<file path="config.mk">
export PLATFORM = sky130hd
export DESIGN_NAME = filter_peak_finder
export DESIGN_NICKNAME = d
export VERILOG_FILES = /design/src/rtl/filter_peak_finder_pkg.sv /design/src/rtl/peak_timestamp_counter.sv /design/src/rtl/filter_peak_finder.sv
export SDC_FILE = /design/constraint.sdc
export NUM_CORES = 1
export LEC_CHECK = 0
export ABC_AREA = 1
export ABC_CLOCK_PERIOD_IN_PS = 4050
export CAP_MARGIN = 20
export CORE_MARGIN = 1
export CORE_UTILIZATION = 35
export CTS_BUF_LIST = sky130_fd_sc_hd__clkbuf_16
export CTS_CLUSTER_SIZE = 20
export DETAILED_ROUTE_END_ITERATION = 16
export SLEW_MARGIN = 0
export SYNTH_ARGS = -nofsm -noshare
export SYNTH_HDL_FRONTEND = slang
export SYNTH_HIERARCHICAL = 1
export SYNTH_SLANG_ARGS = --single-unit
</file>
<file path="constraint.sdc">
create_clock -name clk -period 4.05 [get_ports clk]
set_clock_uncertainty 0.05 [all_clocks]
set_input_delay 0.6075 -clock clk [delete_from_list [all_inputs] [get_ports clk]]
set_output_delay 0.6075 -clock clk [all_outputs]
set_load 0.01 [all_outputs]
</file>
<file path="src/rtl/filter_peak_finder_pkg.sv">
// Shared widths and FSM encoding for the filter peak finder.
package filter_peak_finder_pkg;

    localparam int SIZE_FILTER_DATA = 16;
    localparam int SIZE_TIMESTAMP   = 16;
    localparam int SIZE_PEAK_WIDTH  = 8;
    localparam int SIZE_EVENT_COUNT = 16;

    typedef enum logic [1:0] {
        PK_IDLE,
        PK_ABOVE,
        PK_WAIT_BELOW,
        PK_HOLDOFF
    } peak_fsm_t;

endpackage

</file>
<file path="src/rtl/peak_timestamp_counter.sv">
// Free-running sample timestamp; advances only while analysis is enabled.
module peak_timestamp_counter
    import filter_peak_finder_pkg::*;
#(
    parameter int TIME_W = SIZE_TIMESTAMP
) (
    input  logic              clk,
    input  logic              reset,
    input  logic              enable,
    output logic [TIME_W-1:0] ts
);

    always_ff @(posedge clk or posedge reset) begin
        if (reset) begin
            ts <= '0;
        end else if (enable) begin
            ts <= ts + TIME_W'(1);
        end
    end

endmodule

</file>
<file path="src/rtl/filter_peak_finder.sv">
// Recovers amplitude, timestamp and width of each above-threshold pulse in a filter output stream.
module filter_peak_finder
    import filter_peak_finder_pkg::*;
#(
    parameter int DATA_W    = SIZE_FILTER_DATA,
    parameter int TIME_W    = SIZE_TIMESTAMP,
    parameter int WIDTH_W   = SIZE_PEAK_WIDTH,
    parameter int MAX_WIDTH = 64,
    parameter int HOLDOFF   = 8
) (
    input  logic                        clk,
    input  logic                        reset,
    input  logic                        enable,
    input  logic signed [DATA_W-1:0]    input_data,
    input  logic signed [DATA_W-1:0]    threshold,
    output logic                        peak_valid,
    output logic signed [DATA_W-1:0]    peak_amplitude,
    output logic [TIME_W-1:0]           peak_time,
    output logic [WIDTH_W-1:0]          peak_width,
    output logic                        overflow_flag,
    output logic                        pileup_flag,
    output logic [SIZE_EVENT_COUNT-1:0] event_count
);

    localparam int HOLD_W = $clog2(HOLDOFF + 1);

    logic signed [DATA_W-1:0] x_r;
    logic [TIME_W-1:0]        ts, ts_r;
    logic                     above;

    peak_fsm_t                state_q, state_d;
    logic signed [DATA_W-1:0] max_q, max_d;
    logic [TIME_W-1:0]        tmax_q, tmax_d;
    logic [WIDTH_W-1:0]       width_q, width_d;
    logic [HOLD_W-1:0]        hold_q, hold_d;
    logic                     pileup_q, pileup_d;

    logic                     emit, emit_ovf;
    logic signed [DATA_W-1:0] emit_amp;
    logic [TIME_W-1:0]        emit_time;
    logic [WIDTH_W-1:0]       emit_width;

    peak_timestamp_counter #(
        .TIME_W (TIME_W)
    ) u_ts (
        .clk    (clk),
        .reset  (reset),
        .enable (enable),
        .ts     (ts)
    );

    // ts_r tags x_r with the counter value at the edge that captured it.
    always_ff @(posedge clk or posedge reset) begin
        if (reset) begin
            x_r  <= '0;
            ts_r <= '0;
        end else begin
            x_r  <= input_data;
            ts_r <= ts;
        end
    end

    assign above = x_r > threshold;

    always_comb begin
        state_d    = state_q;
        max_d      = max_q;
        tmax_d     = tmax_q;
        width_d    = width_q;
        hold_d     = hold_q;
        pileup_d   = pileup_q;
        emit       = 1'b0;
        emit_ovf   = 1'b0;
        emit_amp   = max_q;
        emit_time  = tmax_q;
        emit_width = width_q;

        if (!enable) begin
            state_d  = PK_IDLE;
            pileup_d = 1'b0;
        end else begin
            unique case (state_q)
                PK_IDLE: begin
                    if (above) begin
                        max_d   = x_r;
                        tmax_d  = ts_r;
                        width_d = WIDTH_W'(1);
                        if (MAX_WIDTH == 1) begin
                            emit       = 1'b1;
                            emit_ovf   = 1'b1;
                            emit_amp   = x_r;
                            emit_time  = ts_r;
                            emit_width = WIDTH_W'(1);
                            state_d    = PK_WAIT_BELOW;
                        end else begin
                            state_d = PK_ABOVE;
                        end
                    end
                end
                PK_ABOVE: begin
                    if (above) begin
                        width_d = width_q + WIDTH_W'(1);
                        if (x_r > max_q) begin
                            max_d  = x_r;
                            tmax_d = ts_r;
                        end
                        // Reaching the width limit ends the pulse even if this is its last sample.
                        if (width_q == WIDTH_W'(MAX_WIDTH - 1)) begin
                            emit       = 1'b1;
                            emit_ovf   = 1'b1;
                            emit_amp   = max_d;
                            emit_time  = tmax_d;
                            emit_width = width_d;
                            state_d    = PK_WAIT_BELOW;
                        end
                    end else begin
                        emit    = 1'b1;
                        hold_d  = HOLD_W'(HOLDOFF);
                        state_d = PK_HOLDOFF;
                    end
                end
                PK_WAIT_BELOW: begin
                    if (!above) begin
                        hold_d  = HOLD_W'(HOLDOFF);
                        state_d = PK_HOLDOFF;
                    end
                end
                PK_HOLDOFF: begin
                    if (above) begin
                        pileup_d = 1'b1;
                    end
                    if (hold_q == HOLD_W'(1)) begin
                        state_d = PK_IDLE;
                    end else begin
                        hold_d = hold_q - HOLD_W'(1);
                    end
                end
                default: state_d = PK_IDLE;
            endcase
            if (emit) begin
                pileup_d = 1'b0;
            end
        end
    end

    always_ff @(posedge clk or posedge reset) begin
        if (reset) begin
            state_q        <= PK_IDLE;
            max_q          <= '0;
            tmax_q         <= '0;
            width_q        <= '0;
            hold_q         <= '0;
            pileup_q       <= 1'b0;
            peak_valid     <= 1'b0;
            peak_amplitude <= '0;
            peak_time      <= '0;
            peak_width     <= '0;
            overflow_flag  <= 1'b0;
            pileup_flag    <= 1'b0;
            event_count    <= '0;
        end else begin
            state_q    <= state_d;
            max_q      <= max_d;
            tmax_q     <= tmax_d;
            width_q    <= width_d;
            hold_q     <= hold_d;
            pileup_q   <= pileup_d;
            peak_valid <= emit;
            if (emit) begin
                peak_amplitude <= emit_amp;
                peak_time      <= emit_time;
                peak_width     <= emit_width;
                overflow_flag  <= emit_ovf;
                pileup_flag    <= pileup_q;
                event_count    <= event_count + SIZE_EVENT_COUNT'(1);
            end
        end
    end

endmodule

</file>
## After elaboration in Yosys (flattened, before gate mapping)

Cells that the tools add are included.

| word-level totals | value |
|---|---|
| register bits after elaboration | 154 |
| bits of input ports | 35 |
| output and inout port bits | 59 |
| word-level logic and storage cells | 90 |

| operators by class | value |
|---|---|
| $add $sub $neg | 4 |
| magnitude comparators | 2 |
| eq/ne operators | 15 |
| mux-type cells | 45 |
| reductions and logical operators | 8 |

Operators with widths:

| operator | count |
|---|---|
| 16-bit two-way mux | 14 |
| 16-bit case mux with 2 select lines | 2 |
| 8-bit two-way mux | 6 |
| 16-bit by 1-bit adder with 16-bit output (second input constant) | 2 |
| 16-bit greater-than comparator | 2 |
| 8-bit case mux with 2 select lines | 1 |
| 1-bit two-way mux | 12 |
| 2-bit two-way mux | 6 |
| 4-bit AND reduction | 3 |
| 3-bit inequality test (second input constant) | 3 |
| 8-bit by 1-bit adder with 8-bit output (second input constant) | 1 |
| 8-bit by 6-bit == test with 1-bit output (second input constant) | 1 |
| 4-bit two-way mux | 2 |
| 2-bit inequality test (second input constant) | 4 |
| 2-bit case mux with 4 select lines | 1 |
| 4-bit case mux with 2 select lines | 1 |
| 3-bit by 1-bit inequality test with 1-bit output (second input constant) | 2 |
| 2-bit == test (second input constant) | 2 |
| 4-bit by 1-bit == test with 1-bit output (second input constant) | 1 |
| 4-bit inequality test (second input constant) | 1 |
| 2-bit nonzero test | 2 |
| 4-bit by 1-bit subtractor with 4-bit output (second input constant) | 1 |
| 2-bit by 1-bit == test with 1-bit output (second input constant) | 1 |
| 2-bit zero test | 1 |
| 2 further kinds | 2 |

## Depth between registers and ports, before layout

| logic depth | value |
|---|---|
| depth after elaboration | 7 |
| gate-level depth with buffers | 20 |
| depth with buffers taken out | 19 |

## By module

Netlist, hierarchy kept.

Modules (own cells, without submodules):

| module | instances | cells each | area each (µm²) | seq. area each (µm²) |
|---|---|---|---|---|
| filter_peak_finder | 1 | 1033 | 7815.0 | 3453.3 |
| peak_timestamp_counter | 1 | 91 | 802.0 | 400.4 |

## Worst setup path before layout

No wires, ideal clock.

| timing path | value |
|---|---|
| path kind | in2reg |
| start | input threshold[15] |
| end | register event_count[2] |
| setup time | 0.123 ns |
| data arrival time | 2.262 ns |
| required time | 3.877 ns |
| path slack | 1.615 ns |
| stages | 14 |
| path buffers | 2 |
| cell sequence | inv_1 ha_1 nand2_1 o21ai_0 a21oi_1 nand3_1 nand2_2 nand3_2 nand3_2 inv_2 buf_4 buf_6 nand3_1 nand2_1 |

| between the ends | value |
|---|---|
| word-level cells in the longest chain between the ends | 5 |

RTL lines:

| element | RTL line | RTL |
|---|---|---|
| from (decl) | filter_peak_finder.sv:15 | `input logic signed [DATA_W-1:0] threshold,` |
| 16-bit greater-than comparator | filter_peak_finder.sv:63 | `assign above = x_r > threshold;` |
| 1-bit two-way mux | filter_peak_finder.sv:101 | `if (above) begin` |
| 1-bit two-way mux | filter_peak_finder.sv:82 | `unique case (state_q)` |
| 1-bit two-way mux (2 in series) | filter_peak_finder.sv:78 | `if (!enable) begin` |
| to (signal assigned) | filter_peak_finder.sv:175 | `event_count <= event_count + SIZE_EVENT_COUNT'(1);` |
| to (decl) | filter_peak_finder.sv:22 | `output logic [SIZE_EVENT_COUNT-1:0] event_count` |

Every way passes these cells. The select of a mux whose other input is x is not followed.
A chain may end at the register's enable or synchronous reset.

## Worst setup path after layout

| timing path | value |
|---|---|
| start | input threshold[15] |
| end | register peak_width[5] |

| between the ends | value |
|---|---|
| word-level cells in the longest chain between the ends | 5 |
| elaborated cells between the ends (all ways) | 8 |
| those cells by class | order compare: 1; mux: 7 |

RTL lines:

| element | RTL line | RTL |
|---|---|---|
| 16-bit greater-than comparator (*) | filter_peak_finder.sv:63 |  |
| 1-bit two-way mux | filter_peak_finder.sv:101 |  |
| 1-bit two-way mux | filter_peak_finder.sv:82 |  |
| 1-bit two-way mux (2 in series) | filter_peak_finder.sv:78 |  |
| to (signal assigned) | filter_peak_finder.sv:172 | `peak_width <= emit_width;` |
| to (decl) | filter_peak_finder.sv:19 | `output logic [WIDTH_W-1:0] peak_width,` |

Mark *: on every way between the ends. The rest lies on a longest branch, timed or not. The select of a mux whose other input is x is not followed.

==> impl_metrics.env <==
export IMPL_wl_mm=22.7
export IMPL_combPwrFrac=0.416
export IMPL_whs_ps=368
export IMPL_wl_per_cell_um=14.6
export IMPL_ios=94
export IMPL_rr_endpoint="peak_time[8]$_DFFE_PP0P_"
export IMPL_cts_made_buffers=17
export IMPL_fin_crit_ps=3040
export IMPL_grt_pass1_wl_mm=37.9
export IMPL_final_setup_tns_ps=0
export IMPL_r2r_start="x_r[15]$_DFF_PP0_"
export IMPL_synth_seq_cells=154
export IMPL_layout_commonest_cell="nand2_1"
export IMPL_clock_latency_ps=440
export IMPL_fillCellCount=2441
export IMPL_syn_area_per_cell_sq_um=7.67
export IMPL_tightest_slew_ps=782
export IMPL_n_antenna_cell=0
export IMPL_gr_total_overflow=0
export IMPL_synthTopCellsByArea="dfrtp_1 45%, nand2_1 16%, nand3_1 7.6%"
export IMPL_max_stage_delay_ps=450
export IMPL_design_core_area_sq_um=24200
export IMPL_status="finished clean"
export IMPL_final_layout_size_suffix_gt1_frac=0.0596
export IMPL_yosysTopAreaCell="dfrtp_1"
export IMPL_ys_warn_count=6
export IMPL_synth_fp_nets=1201
export IMPL_areaGrowthSynthToFinish_pct=22.0
export IMPL_cts_sinks=154
export IMPL_max_slew_margin_rel=0.478
export IMPL_drtPass1Iterations=5
export IMPL_internal_power_mw=4.07
export IMPL_path_max_fanout=13
export IMPL_placementRows=57
export IMPL_switching_share=0.399
export IMPL_antenna_found_initial=0
export IMPL_fmax_mhz=329
export IMPL_rrSetupSlack_ps=1210
export IMPL_rsz0062_at_grt="no"
export IMPL_yosysTopAreaCellShare=0.447
export IMPL_maxCapViolCount=0
export IMPL_dp_hpwl_mm=15.1
export IMPL_required_ps=4330
export IMPL_rr_worst_depth=15
export IMPL_endpoint="peak_width[5]$_DFFE_PP0P_"
export IMPL_ant_nets=0
export IMPL_cts_buffer_depth=2
export IMPL_cts_resized=0
export IMPL_cts_hold_buf=0
export IMPL_grt_max_degree=57
export IMPL_grt_pass1_vias=7471
export IMPL_die_area_sq_um=25300
export IMPL_timing_final_crit_share=0.751
export IMPL_route_detailed_drc=0
export IMPL_root_buffer="clkbuf_16"
export IMPL_powerDensity_nw_per_um2=644
export IMPL_critPathCaptureType="register"
export IMPL_postCtsSetupRepairBufs=0
export IMPL_cts_tree="yes"
export IMPL_clkTransAtPathRegs_ps=60
export IMPL_p_seq_frac=0.346
export IMPL_syn_inst=1124
export IMPL_start_util=0.355
export IMPL_layout_common_cells="366 x nand2_1, 155 x inv_1, 154 x dfrtp_1, 131 x nand3_1, 93 x clkdlybuf4s50_1"
export IMPL_cpMaxStageDelayCell="clkdlybuf4s50_1"
export IMPL_critPathArrivalTime_ps=3320
export IMPL_dieHeight_um=159
export IMPL_drt_first_iter_violations=584
export IMPL_place_inst=1515
export IMPL_crit_type="in2reg"
export IMPL_vias=7637
export IMPL_hold_depth=0
export IMPL_netlist_area_sq_um=8620
export IMPL_portBuffers=93
export IMPL_via_per_inst=4.93
export IMPL_hold_path_class="reg2reg"
export IMPL_cpMostUsedCell="nand2_1"
export IMPL_gp_congestion=0.836
export IMPL_fin_cells=1548
export IMPL_grtUsageTotal=0.188
export IMPL_power_frac_clock=0.238
export IMPL_p_leak_nw=5.34
export IMPL_htreeDepth=4
export IMPL_fin_nets=1288
export IMPL_max_vdd_ir_drop_v=0.000314
export IMPL_report_final_setup_viol=0
export IMPL_maxSlewViolCount=0
export IMPL_yosysSeqAreaShare=0.447
export IMPL_yosysUniqueCellTypes=32
export IMPL_switchingPower_mw=2.70
export IMPL_critPathLaunchType="input port"
export IMPL_dieWidth_um=159
export IMPL_path_cells="clkdlybuf4s50_1 > inv_1 > ha_1 > a21oi_1 > o21ai_0 > a21oi_1 > nand3_1 > nand2_2 > nand4_1 > buf_4 > nand2_1 > nand2_1 > nand2_1 > nand2_1"
export IMPL_hold_viol=0
export IMPL_crit_start="threshold[15]"
[how the worst min path moves through the flow]
stage,slack [ps],start,endpoint
2_1_floorplan,320,u_ts/ts[14]$_DFFE_PP0P_,ts_r[14]$_DFF_PP0_
3_3_place_gp,350,u_ts/ts[13]$_DFFE_PP0P_,ts_r[13]$_DFF_PP0_
3_5_place_dp,350,u_ts/ts[13]$_DFFE_PP0P_,ts_r[13]$_DFF_PP0_
4_1_cts,360,u_ts/ts[13]$_DFFE_PP0P_,ts_r[13]$_DFF_PP0_
5_1_grt,370,u_ts/ts[13]$_DFFE_PP0P_,ts_r[13]$_DFF_PP0_
6_report,370,u_ts/ts[10]$_DFFE_PP0P_,ts_r[10]$_DFF_PP0_
[state kept, by name (all words and copies together) (netlist names)]
signal / flops
u_ts/ts: 16
overflow_flag: 1
max_q: 16
peak_amplitude: 16
state_q: 2
ts_r: 16
event_count: 16
peak_time: 16
peak_width: 8
pileup_q: 1
peak_valid: 1
tmax_q: 16
width_q: 8
pileup_flag: 1
x_r: 16
hold_q: 4
[power groups by stage]
stage               Clock (mW)  Combinational (mW)  Sequential (mW)
floorplan                    0                1.80             2.39
global placement             0                2.76             2.36
detailed placement           0                2.81             2.36
CTS                       1.65                2.83             2.34
global route              1.71                3.19             2.41
finish                    1.61                2.82             2.34
[cells by family after synthesis]
group           share of synthesized area
simple gates                        0.331
buf+inv                            0.0964
flops                               0.447
compound gates                     0.0360
fa+ha+maj                          0.0610
xor+xnor                           0.0274
mux                               0.00131
[synthesized netlist by cell type]
cell type,number
nand2_1,366
dfrtp_1,154
inv_1,152
nand3_1,131
nand4_1,79
ha_1,42
nor2_1,33
o21ai_0,29
xor2_1,23
clkbuf_1,22
buf_2,19
a21oi_1,16
nor3_1,10
o21ai_1,6
buf_6,4
nand2_2,4
xnor2_1,4
buf_4,3
nand3_2,3
nor2_2,3
nor4_1,3
or2_2,3
a21o_1,2
clkinv_1,2
inv_2,2
nor2_4,2
o22ai_1,2
a21boi_2,1
a21oi_4,1
mux2_2,1
nand3b_1,1
nor3_2,1
[area by class of cell]
type	count	area, sq um	area share
timing repair buffer	116	1140	0.109
inverter	156	589	0.0561
multi-input combinational	766	3930	0.374
tap	324	405	0.0386
clock buffer	17	425	0.0405
sequential	154	3850	0.367
clock inverter	15	163	0.0155
[metal layers]
metal	global-route usage	part of all wire	vias to the layer above
li1	-	-	3789
met2	0.311	0.48	195
met3	0.0421	0.059	26
met1	0.241	0.45	3627
met5	0	0	-
met4	0.0669	0.017	0
[through the flow]
step           setup slack (ps)  cell area (sq um)  power [mW]   util
5_1_grt                     746              10500        7.32  0.433
4_1_cts                    1010              10500        6.82  0.433
3_3_place_gp                674               9900        5.13  0.408
2_1_floorplan              1620               8620        4.19      -
3_5_place_dp                554               9900        5.18  0.408
6_report                   1010              10500        6.77  0.433
[worst max-delay path: cells and delay by family]
kind | cells | cell delay [ps]
adder cells (fa/ha/maj) | 1 | 350
AND/OR/NAND/NOR | 7 | 1020
buffers and inverters | 3 | 900
AO/OA/AOI/OAI | 3 | 450
(Power assumes the default switching activity.)
